<file path="config.mk">
export PLATFORM = sky130hd
export DESIGN_NAME = afifo_wptr_ctrl
export DESIGN_NICKNAME = d
export VERILOG_FILES = /design/src/rtl/afifo_pkg.sv /design/src/rtl/afifo_gray2bin.sv /design/src/rtl/afifo_wptr_ctrl.sv
export SDC_FILE = /design/constraint.sdc
export NUM_CORES = 1
export LEC_CHECK = 0
export ABC_AREA = 0
export ABC_CLOCK_PERIOD_IN_PS = 3600
export CELL_PAD_IN_SITES_DETAIL_PLACEMENT = 0
export CELL_PAD_IN_SITES_GLOBAL_PLACEMENT = 1
export CORE_MARGIN = 8
export CORE_UTILIZATION = 35
export DETAILED_ROUTE_END_ITERATION = 10
export PLACE_DENSITY_LB_ADDON = 0.3
export SKIP_CTS_REPAIR_TIMING = 1
export SLEW_MARGIN = 30
export SYNTH_ARGS = -nofsm -noshare
export SYNTH_HDL_FRONTEND = slang
export SYNTH_HIERARCHICAL = 1
export SYNTH_SLANG_ARGS = --single-unit
export TNS_END_PERCENT = 30
</file>
<file path="constraint.sdc">
create_clock -name wclk -period 3.6 [get_ports wclk]
set_input_delay 0.72 -clock wclk [delete_from_list [all_inputs] [get_ports wclk]]
set_output_delay 0.72 -clock wclk [all_outputs]
set_load 0.1 [all_outputs]
</file>
<file path="src/rtl/afifo_pkg.sv">
// Shared async-FIFO definitions used by both the write- and read-side pointer controllers.
// Pointer helpers work on the widest legal pointer; narrower pointers are zero-extended.
package afifo_pkg;
   localparam int AFIFO_SYNC_STAGES = 2;
   localparam int AFIFO_ADDR_W_MIN  = 2;
   localparam int AFIFO_ADDR_W_MAX  = 12;
   localparam int AFIFO_PTR_W_MAX   = AFIFO_ADDR_W_MAX + 1;

   typedef logic [AFIFO_PTR_W_MAX-1:0] afifo_ptr_t;

   function automatic afifo_ptr_t bin2gray(input afifo_ptr_t bin);
      return bin ^ (bin >> 1);
   endfunction

   // Leading zeros of a zero-extended pointer leave the XOR prefix unchanged.
   function automatic afifo_ptr_t gray2bin(input afifo_ptr_t gray);
      afifo_ptr_t bin;
      bin[AFIFO_PTR_W_MAX-1] = gray[AFIFO_PTR_W_MAX-1];
      for (int i = AFIFO_PTR_W_MAX - 2; i >= 0; i--) begin
         bin[i] = bin[i+1] ^ gray[i];
      end
      return bin;
   endfunction
endpackage

</file>
<file path="src/rtl/afifo_gray2bin.sv">
// Combinational Gray-to-binary converter (XOR prefix from the MSB down), zero latency.
module afifo_gray2bin #(
   parameter int W = 5
) (
   input  logic [W-1:0] gray,
   output logic [W-1:0] bin
);
   for (genvar i = 0; i < W; i++) begin : g_bit
      assign bin[i] = ^gray[W-1:i];
   end
endmodule

</file>
<file path="src/rtl/afifo_wptr_ctrl.sv">
// Async FIFO write-side pointer/flag controller: Gray/binary pointers, full, level, almost-full.
// Flags register one wclk after a push or rptr_wclk change; sticky overflow only with AFIFO_WOVF_EN.
module afifo_wptr_ctrl
   import afifo_pkg::*;
#(
   parameter int ADDR_W = 4
) (
   input  logic              wclk,
   input  logic              wrst_n,
   input  logic              wpush,
   input  logic [ADDR_W:0]   rptr_wclk,
   input  logic [ADDR_W:0]   wafull_thr,
   input  logic              wovf_clr,
   output logic [ADDR_W-1:0] waddr,
   output logic              wen,
   output logic [ADDR_W:0]   wptr,
   output logic              wfull,
   output logic              walmost_full,
   output logic [ADDR_W:0]   wlevel,
   output logic              wovf
);
   if (ADDR_W < AFIFO_ADDR_W_MIN || ADDR_W > AFIFO_ADDR_W_MAX) begin : g_bad_addr_w
      $error("afifo_wptr_ctrl: ADDR_W=%0d outside legal range 2..12", ADDR_W);
   end

   logic [ADDR_W:0] wbin;
   logic [ADDR_W:0] wbin_next;
   logic [ADDR_W:0] wptr_next;
   logic [ADDR_W:0] rbin_wclk;
   logic [ADDR_W:0] lvl_next;
   logic            full_next;

   assign wen       = wpush & ~wfull;
   assign waddr     = wbin[ADDR_W-1:0];
   assign wbin_next = wbin + {{ADDR_W{1'b0}}, wen};
   assign wptr_next = (wbin_next >> 1) ^ wbin_next;

   afifo_gray2bin #(.W(ADDR_W + 1)) u_rptr_g2b (
      .gray (rptr_wclk),
      .bin  (rbin_wclk)
   );

   // Level uses the lagging synchronised read pointer, so it can only over-report.
   assign lvl_next  = wbin_next - rbin_wclk;
   assign full_next = (wptr_next == {~rptr_wclk[ADDR_W:ADDR_W-1], rptr_wclk[ADDR_W-2:0]});

`ifndef AFIFO_WOVF_EN
   logic unused_wovf_clr;
   assign unused_wovf_clr = wovf_clr;
   assign wovf            = 1'b0;
`endif

   always_ff @(posedge wclk or negedge wrst_n) begin
      if (!wrst_n) begin
         wbin         <= '0;
         wptr         <= '0;
         wfull        <= 1'b0;
         walmost_full <= 1'b0;
         wlevel       <= '0;
`ifdef AFIFO_WOVF_EN
         wovf         <= 1'b0;
`endif
      end else begin
         wbin         <= wbin_next;
         wptr         <= wptr_next;
         wfull        <= full_next;
         walmost_full <= (lvl_next >= wafull_thr);
         wlevel       <= lvl_next;
`ifdef AFIFO_WOVF_EN
         // Set has priority over a coincident clear.
         if (wpush && wfull) begin
            wovf <= 1'b1;
         end else if (wovf_clr) begin
            wovf <= 1'b0;
         end
`endif
      end
   end
endmodule

</file>
Yosys cells after proc, flatten, opt, wreduce, memory -nomap -nowiden:

Index checks and enable logic that the tools add are counted.

* $add $sub $neg: 2
* order comparisons: 1
* eq/ne operators: 1
* bitwise operators: 4
* reduce and logical (&&, ||, !) cells: 4

Operator list (count)
* adder 5 x 1 -> 5 bit: 1
* equality test 5 bit: 1
* >= comparator 5 bit: 1
* parity 5 bit: 1
* subtractor 5 bit: 1
* XOR 4 x 5 -> 5 bit: 1
* parity 4 bit: 1
* parity 3 bit: 1
* inverter 2 bit: 1
* parity 2 bit: 1
* bitwise AND 1 bit: 1
* inverter 1 bit: 1

* register bits after elaboration: 17
* bits of input ports: 14
* output and inout port bits: 18
* logic and storage cells: 17

Depth between registers and ports, before layout:

Gate-level depths: netlist of the first run.

* word-level depth: 5
* gate-level depth with buffers: 11
* mapped depth without buffers: 11

By module:

Netlist of the first run, hierarchy kept.

By module, submodules not included
* afifo_wptr_ctrl: instances 1, cells an instance 83, area an instance 944.7 um^2, seq. area each 400.4 um^2
* afifo_gray2bin: instances 1, cells an instance 6, area an instance 72.6 um^2, seq. area each 0.0 um^2

Worst setup path after synthesis of the first run:

OpenSTA, ideal clock, no wires.

* path type: reg-to-reg
* start point: register wfull
* end point: register walmost_full
* library setup time: 0.118 ns
* data arrival time: 4.441 ns
* data required time: 3.482 ns
* setup slack: -0.959 ns
* stages on the path, launching flop included: 11
* path buffers: 0
* clock period less this slack: 4.559 ns
* cell sequence: dfrtp_1 nor2b_1 ha_1 ha_1 xor2_2 ha_1 xnor2_1 ha_1 a21o_1 a21o_1 a21o_1

* cells in the longest elaborated chain, start to end: 5

RTL lines
* start: declaration: RTL line afifo_wptr_ctrl.sv:17 `output logic wfull,`
* start signal: assignment: RTL line afifo_wptr_ctrl.sv:66 `wfull <= full_next;`
* inverter 1 bit: RTL line afifo_wptr_ctrl.sv:33 `assign wen = wpush & ~wfull;`
* bitwise AND 1 bit: RTL line afifo_wptr_ctrl.sv:33
* named net wen: RTL line afifo_wptr_ctrl.sv:15 `output logic wen,`
* adder 5 x 1 -> 5 bit: RTL line afifo_wptr_ctrl.sv:35 `assign wbin_next = wbin + {{ADDR_W{1'b0}}, wen};`
* named net wbin_next[2]: RTL line afifo_wptr_ctrl.sv:27 `logic [ADDR_W:0] wbin_next;`
* subtractor 5 bit: RTL line afifo_wptr_ctrl.sv:44 `assign lvl_next = wbin_next - rbin_wclk;`
* named net lvl_next[2]: RTL line afifo_wptr_ctrl.sv:30 `logic [ADDR_W:0] lvl_next;`
* >= comparator 5 bit: RTL line afifo_wptr_ctrl.sv:67 `walmost_full <= (lvl_next >= wafull_thr);`
* end signal: assignment: RTL line afifo_wptr_ctrl.sv:67
* end: declaration: RTL line afifo_wptr_ctrl.sv:18 `output logic walmost_full,`

The timed path passes the listed nets, and every way through them passes these cells.

Final worst setup path of the first run:

* start point: input port rptr_wclk[3]
* end point: register walmost_full

* cells in the longest elaborated chain, start to end: 3
* elaborated cells between the ends (all ways): 6
* classes of those cells: 1 x add/sub; 1 x order compare; 4 x reduce/logical

RTL lines
* start: declaration: RTL line afifo_wptr_ctrl.sv:11 `input logic [ADDR_W:0] rptr_wclk,`
* parity 2 bit: RTL line afifo_gray2bin.sv:9 `assign bin[i] = ^gray[W-1:i];`
* named net rbin_wclk[3]: RTL line afifo_wptr_ctrl.sv:29 `logic [ADDR_W:0] rbin_wclk;`
* subtractor 5 bit: RTL line afifo_wptr_ctrl.sv:44
* >= comparator 5 bit: RTL line afifo_wptr_ctrl.sv:67

The timed path passes the listed nets, and every way through them passes these cells.

==> results of run 1 <==
[state kept, by name, summed over array words and instances (netlist names)]
register,flops
wbin,5
walmost_full,1
wfull,1
wptr,4
wlevel,5
[Yosys cell counts]
cell / count / area, µm²
xnor2_1: 10 / 87.6
a31oi_1: 1 / 6.26
xor2_1: 9 / 78.8
a21oi_2: 1 / 8.76
nand3_1: 3 / 15.0
inv_1: 14 / 52.6
nor2b_1: 2 / 12.5
a21o_1: 6 / 45.0
xor2_2: 2 / 32.5
nand2_1: 2 / 7.51
a21oi_1: 2 / 10.0
fa_1: 1 / 20.0
dfrtp_1: 16 / 400
xnor3_1: 2 / 45.0
or3_1: 1 / 6.26
mux2_2: 1 / 11.3
buf_4: 2 / 15.0
a2111oi_2: 1 / 15.0
nand2b_1: 1 / 6.26
conb_1: 1 / 3.75
ha_1: 11 / 138
[layer usage]
metal  vias up  share of wire  GRT usage
met3         2          0.075     0.0311
met5         -              0          0
met1       337           0.43     0.0951
met4         0          0.011     0.0402
li1        361              -          -
met2        18           0.49      0.154
[path summary, 6_finish.rpt]
check	to	slack (ns)	depth (start not counted)
worst min-delay path	wptr[3]	0.54	1
worst min register to register	wptr[3]	0.54	1
worst max register to register	walmost_full	0.93	11
max in group asynchronous	wfull	2.25	1
min in group asynchronous	wptr[2]	0.86	1
worst max-delay path	walmost_full	0.31	11
[metrics by stage]
step	setup WS [ns]	cell area, µm²	util
global placement	-0.00322	1400	0.509
global route	0.228	1440	0.522
detailed placement	-0.0122	1400	0.509
floorplan	0.152	1030	-
CTS	0.307	1440	0.522
finish	0.312	1440	0.522
[kinds of logic (layout without fill, tap and decap cells)]
group,after synthesis,in the layout
flops,16,16
fa+ha+maj,12,12
mux,1,1
xor+xnor,23,23
simple gates,9,9
buf+inv,16,56
compound gates,11,11
other cells,1,1
[placed cells by master, fill, tap and decap left out, drive strengths merged]
cell type       n
fa              1
a2111oi         1
a21oi           3
a21o            6
mux2            1
clkbuf          4
xnor3           2
a31oi           1
conb            1
xor2           11
nand2b          1
ha             11
dfrtp          16
nand2           2
clkdlybuf4s50  27
inv            14
or3             1
xnor2          10
nand3           3
buf            11
nor2b           2
[critical path, stage by stage]
cell and delay, ns:
clkdlybuf4s50_1 0.52, xor2_2 0.22, xnor3_1 0.35, ha_1 0.21
fa_1 0.48, inv_1 0.05, ha_1 0.26, a21o_1 0.15
a21o_1 0.17, a21o_1 0.17, a21o_1 0.16
[cell type report]
class / count / area (µm²) / area share
Clock buffer: 4 / 36.3 / 0.0252
Inverter: 14 / 52.6 / 0.0365
Multi-Input combinational cell: 57 / 557 / 0.387
Sequential cell: 16 / 402 / 0.279
Tap cell: 31 / 38.8 / 0.0270
Timing Repair Buffer: 38 / 353 / 0.245
==> results.py, run 1 <==
metrics = {
    "layout": {
        "fill_cells": 265,
        "nNetsFinal": 156,
        "n_antenna_cell": 0,
        "drive_gt1_frac": 0.171,
        "fin_cells": 160,
        "syn_to_final_growth_pct": 41.5,
    },
    "critical_path": {
        "criticalPathCategory": "primary input to flop",
        "crit_start": "rptr_wclk[3]",
        "crit_path_start_kind": "primary input",
        "worstReg2RegStart": "wfull",
        "cp.required_ns": 3.78,
        "cp-end-kind": "flop",
        "critPathArrivalTime_ns": 3.47,
        "crit_path_max_fanout": 2,
    },
    "detailed_routing": {
        "detail-route-antenna-nets": 0,
        "vias": 718,
        "drc_errors": 0,
        "wire_per_inst_um": 12.5,
        "drt_pass1_iterations": 4,
        "wl_um": 1990,
        "dr.first_iter.drc_count": 22,
        "vias_per_cell": 4.49,
    },
    "sta": {
        "period_minus_slack_ns": 3.29,
        "relSlewSlack": 0.349,
        "drv_slew": 0,
        "worst_slew_pin_slew_ns": 0.973,
        "fmax_mhz": 304,
        "setup_violations": 0,
        "hold_violations": 0,
        "fin_skew_ns": 0.00403,
        "period_share": 0.913,
        "rsz0062_at_grt": "no",
        "tns_ns": 0,
        "whs_ns": 0.544,
    },
    "synthesis": {
        "synth.distinct_cells": 21,
        "ys_ff_latch": 16,
        "yosys.area_share.adder": 0.155,
        "synth_area_um2": 1020,
        "syn-mean-instance-area_um2": 11.4,
        "synth_nets": 115,
        "yosys_warnings": 6,
        "synthMuxAreaShare": 0.0111,
        "synth_compound_area_frac": 0.0836,
        "synth_seq_area_share": 0.394,
        "synth_xor_area_frac": 0.240,
        "yosys.area_share.simple": 0.0467,
        "postSynthCellCount": 89,
        "synth_top_family_by_area": "XOR/XNOR gates",
    },
    "floorplan": {
        "core-area_um2": 2760,
        "die-width_um": 69.9,
        "dieArea_um2": 4890,
        "rows": 19,
        "die_y_um": 69.9,
        "start_util": 0.369,
        "io_pins": 32,
    },
    "hold_path": {
        "min_path_type": "flop to flop",
        "hp-start": "wbin[4]",
    },
    "clocking": {
        "numClockSinks": 16,
        "cts_tree": "yes",
        "path_clk_slew_ns": 0.10,
        "clk_latency_ns": 0.28,
        "root_buffer": "clkbuf_4",
        "clock_path_buffers": 2,
        "h-tree-depth": 1,
        "cts_buffers": 3,
    },
    "run": {
        "max_cap_viol_count": 0,
    },
    "placement": {
        "dp_hpwl_um": 1680,
        "placed_cells": 156,
        "place.gp.congestion": 0.816,
        "io_buffers": 29,
    },
    "global_routing": {
        "grt.total_usage": 0.0892,
        "antenna_found_initial": 0,
        "grt_pass1_vias": 833,
        "grt.overflow.total": 0,
        "grt_pass1_wl_um": 3660,
        "grt_max_degree": 17,
    },
    "run_status": {
        "status": "finished clean",
    },
}
Power of run 1 is left out: the tool's default activity adds up to more than one toggle a clock period on the data nets, which glitch-free logic cannot reach.
==> run 2: changes to the inputs <==
--- a/config.mk
+++ b/config.mk
@@ -9,6 +9,7 @@
 export ABC_CLOCK_PERIOD_IN_PS = 3600
 export CELL_PAD_IN_SITES_DETAIL_PLACEMENT = 0
 export CELL_PAD_IN_SITES_GLOBAL_PLACEMENT = 1
+export CORE_ASPECT_RATIO = 1.2
 export CORE_MARGIN = 8
 export CORE_UTILIZATION = 35
 export DETAILED_ROUTE_END_ITERATION = 10
==> results.py, run 2 (synthesis results as in run 1) <==
metrics = {
    "critical_path": {
        "timing.critical_path.mode_cell": "a21o_1",
        "crit_family": "adder cells",
        "cp-end-kind": "flop",
        "crit_path_start_kind": "primary input",
        "cp_cell_sequence": "clkdlybuf4s50_1 > xor2_2 > xnor3_1 > ha_1 > fa_1 > inv_1 > ha_1 > a21o_1 > a21o_1 > a21o_1 > a21o_1",
        "path_buf_inv": 2,
        "criticalPathCategory": "primary input to flop",
        "crit_path_max_fanout": 2,
        "critPathArrivalTime_ns": 3.50,
        "crit_slowest_cell": "clkdlybuf4s50_1",
        "cp.required_ns": 3.77,
        "max_stage_delay_ns": 0.53,
    },
    "clocking": {
        "root_buffer": "clkbuf_4",
        "clock_path_buffers": 2,
        "numClockSinks": 16,
        "clk_latency_ns": 0.27,
        "cts_buffers": 3,
        "path_clk_slew_ns": 0.09,
        "cts_tree": "yes",
        "h-tree-depth": 1,
    },
    "sta": {
        "whs_ns": 0.539,
        "worst_slew_pin_slew_ns": 0.974,
        "relSlewSlack": 0.349,
        "period_share": 0.924,
        "drv_slew": 0,
        "hold_violations": 0,
        "fmax_mhz": 301,
        "fin_skew_ns": 0.00264,
        "period_minus_slack_ns": 3.33,
        "rsz0062_at_grt": "no",
        "setup_violations": 0,
    },
    "placement": {
        "dp_hpwl_um": 1580,
        "place.gp.congestion": 0.790,
        "io_buffers": 29,
    },
    "global_routing": {
        "grt.overflow.total": 0,
        "grt_pass1_vias": 759,
        "grt_max_degree": 17,
        "antenna_found_initial": 0,
        "grt_pass1_wl_um": 3260,
        "grt.total_usage": 0.0843,
    },
    "hold_path": {
        "min_path_type": "flop to flop",
    },
    "floorplan": {
        "die_y_um": 75.1,
        "start_util": 0.365,
        "core-area_um2": 2790,
        "die-width_um": 65.2,
        "rows": 21,
        "io_pins": 32,
        "dieArea_um2": 4890,
    },
    "detailed_routing": {
        "drc_errors": 0,
        "dr.first_iter.drc_count": 10,
        "detail-route-antenna-nets": 0,
        "drt_pass1_iterations": 3,
        "vias_per_cell": 4.28,
        "vias": 689,
        "wire_per_inst_um": 11.8,
        "wl_um": 1890,
    },
    "run": {
        "max_cap_viol_count": 0,
    },
    "layout": {
        "largest_registers": "wbin: 5 flops, wlevel: 5 flops, wptr: 4 flops",
        "most-common-layout-cells": "27 x clkdlybuf4s50_1, 15 x dfrtp_1, 14 x inv_1",
        "fin_util": 0.509,
        "drive_gt1_frac": 0.150,
        "mostFrequentLayoutCell": "clkdlybuf4s50_1",
        "nNetsFinal": 154,
        "fill_cells": 271,
        "syn_to_final_growth_pct": 39.4,
        "n_antenna_cell": 0,
    },
    "run_status": {
        "status": "finished clean",
    },
}
[run 2: changes by cell type in the layout (fill, tap and decap cells not counted)]
cell and change:
clkbuf_8 -1, clkbuf_1 +1, buf_4 -2
[run 2: final timing paths]
kind	from	to	slack (ns)	cells after the start
max	rptr_wclk[4]	walmost_full	0.27	11
min reg2reg	wbin[4]	wptr[3]	0.54	1
max in group asynchronous	wrst_n	wfull	2.22	1
min in group asynchronous	wrst_n	wptr[1]	0.87	1
max reg2reg	wfull	walmost_full	0.92	11
min	wbin[4]	wptr[3]	0.54	1
[run 2: through the flow]
step	setup WS [ns]	TNS (ns)	cell area, µm²	instances
2_1_floorplan	0.152	0	1030	89
3_3_place_gp	-0.0453	-0.0453	1390	157
3_5_place_dp	-0.0497	-0.0497	1390	157
4_1_cts	0.253	0	1420	161
5_1_grt	0.170	0	1420	161
6_report	0.274	0	1420	161
[run 2: layout make-up]
type | instances | area [µm²] | share of cell area
sequential | 16 | 402 | 0.283
timing repair buffer | 36 | 338 | 0.238
multi-input combinational | 57 | 557 | 0.393
inverter | 14 | 52.6 | 0.0371
tap | 34 | 42.5 | 0.0300
clock buffer | 4 | 26.3 | 0.0185
[run 2: layer usage]
metal	wire length, µm	GRT usage	vias up
li1	-	-	355
met4	17	0.0291	0
met3	139	0.0313	2
met2	936	0.143	16
met1	799	0.0947	316
met5	0	0	-
Power of run 2 is left out for the same reason.
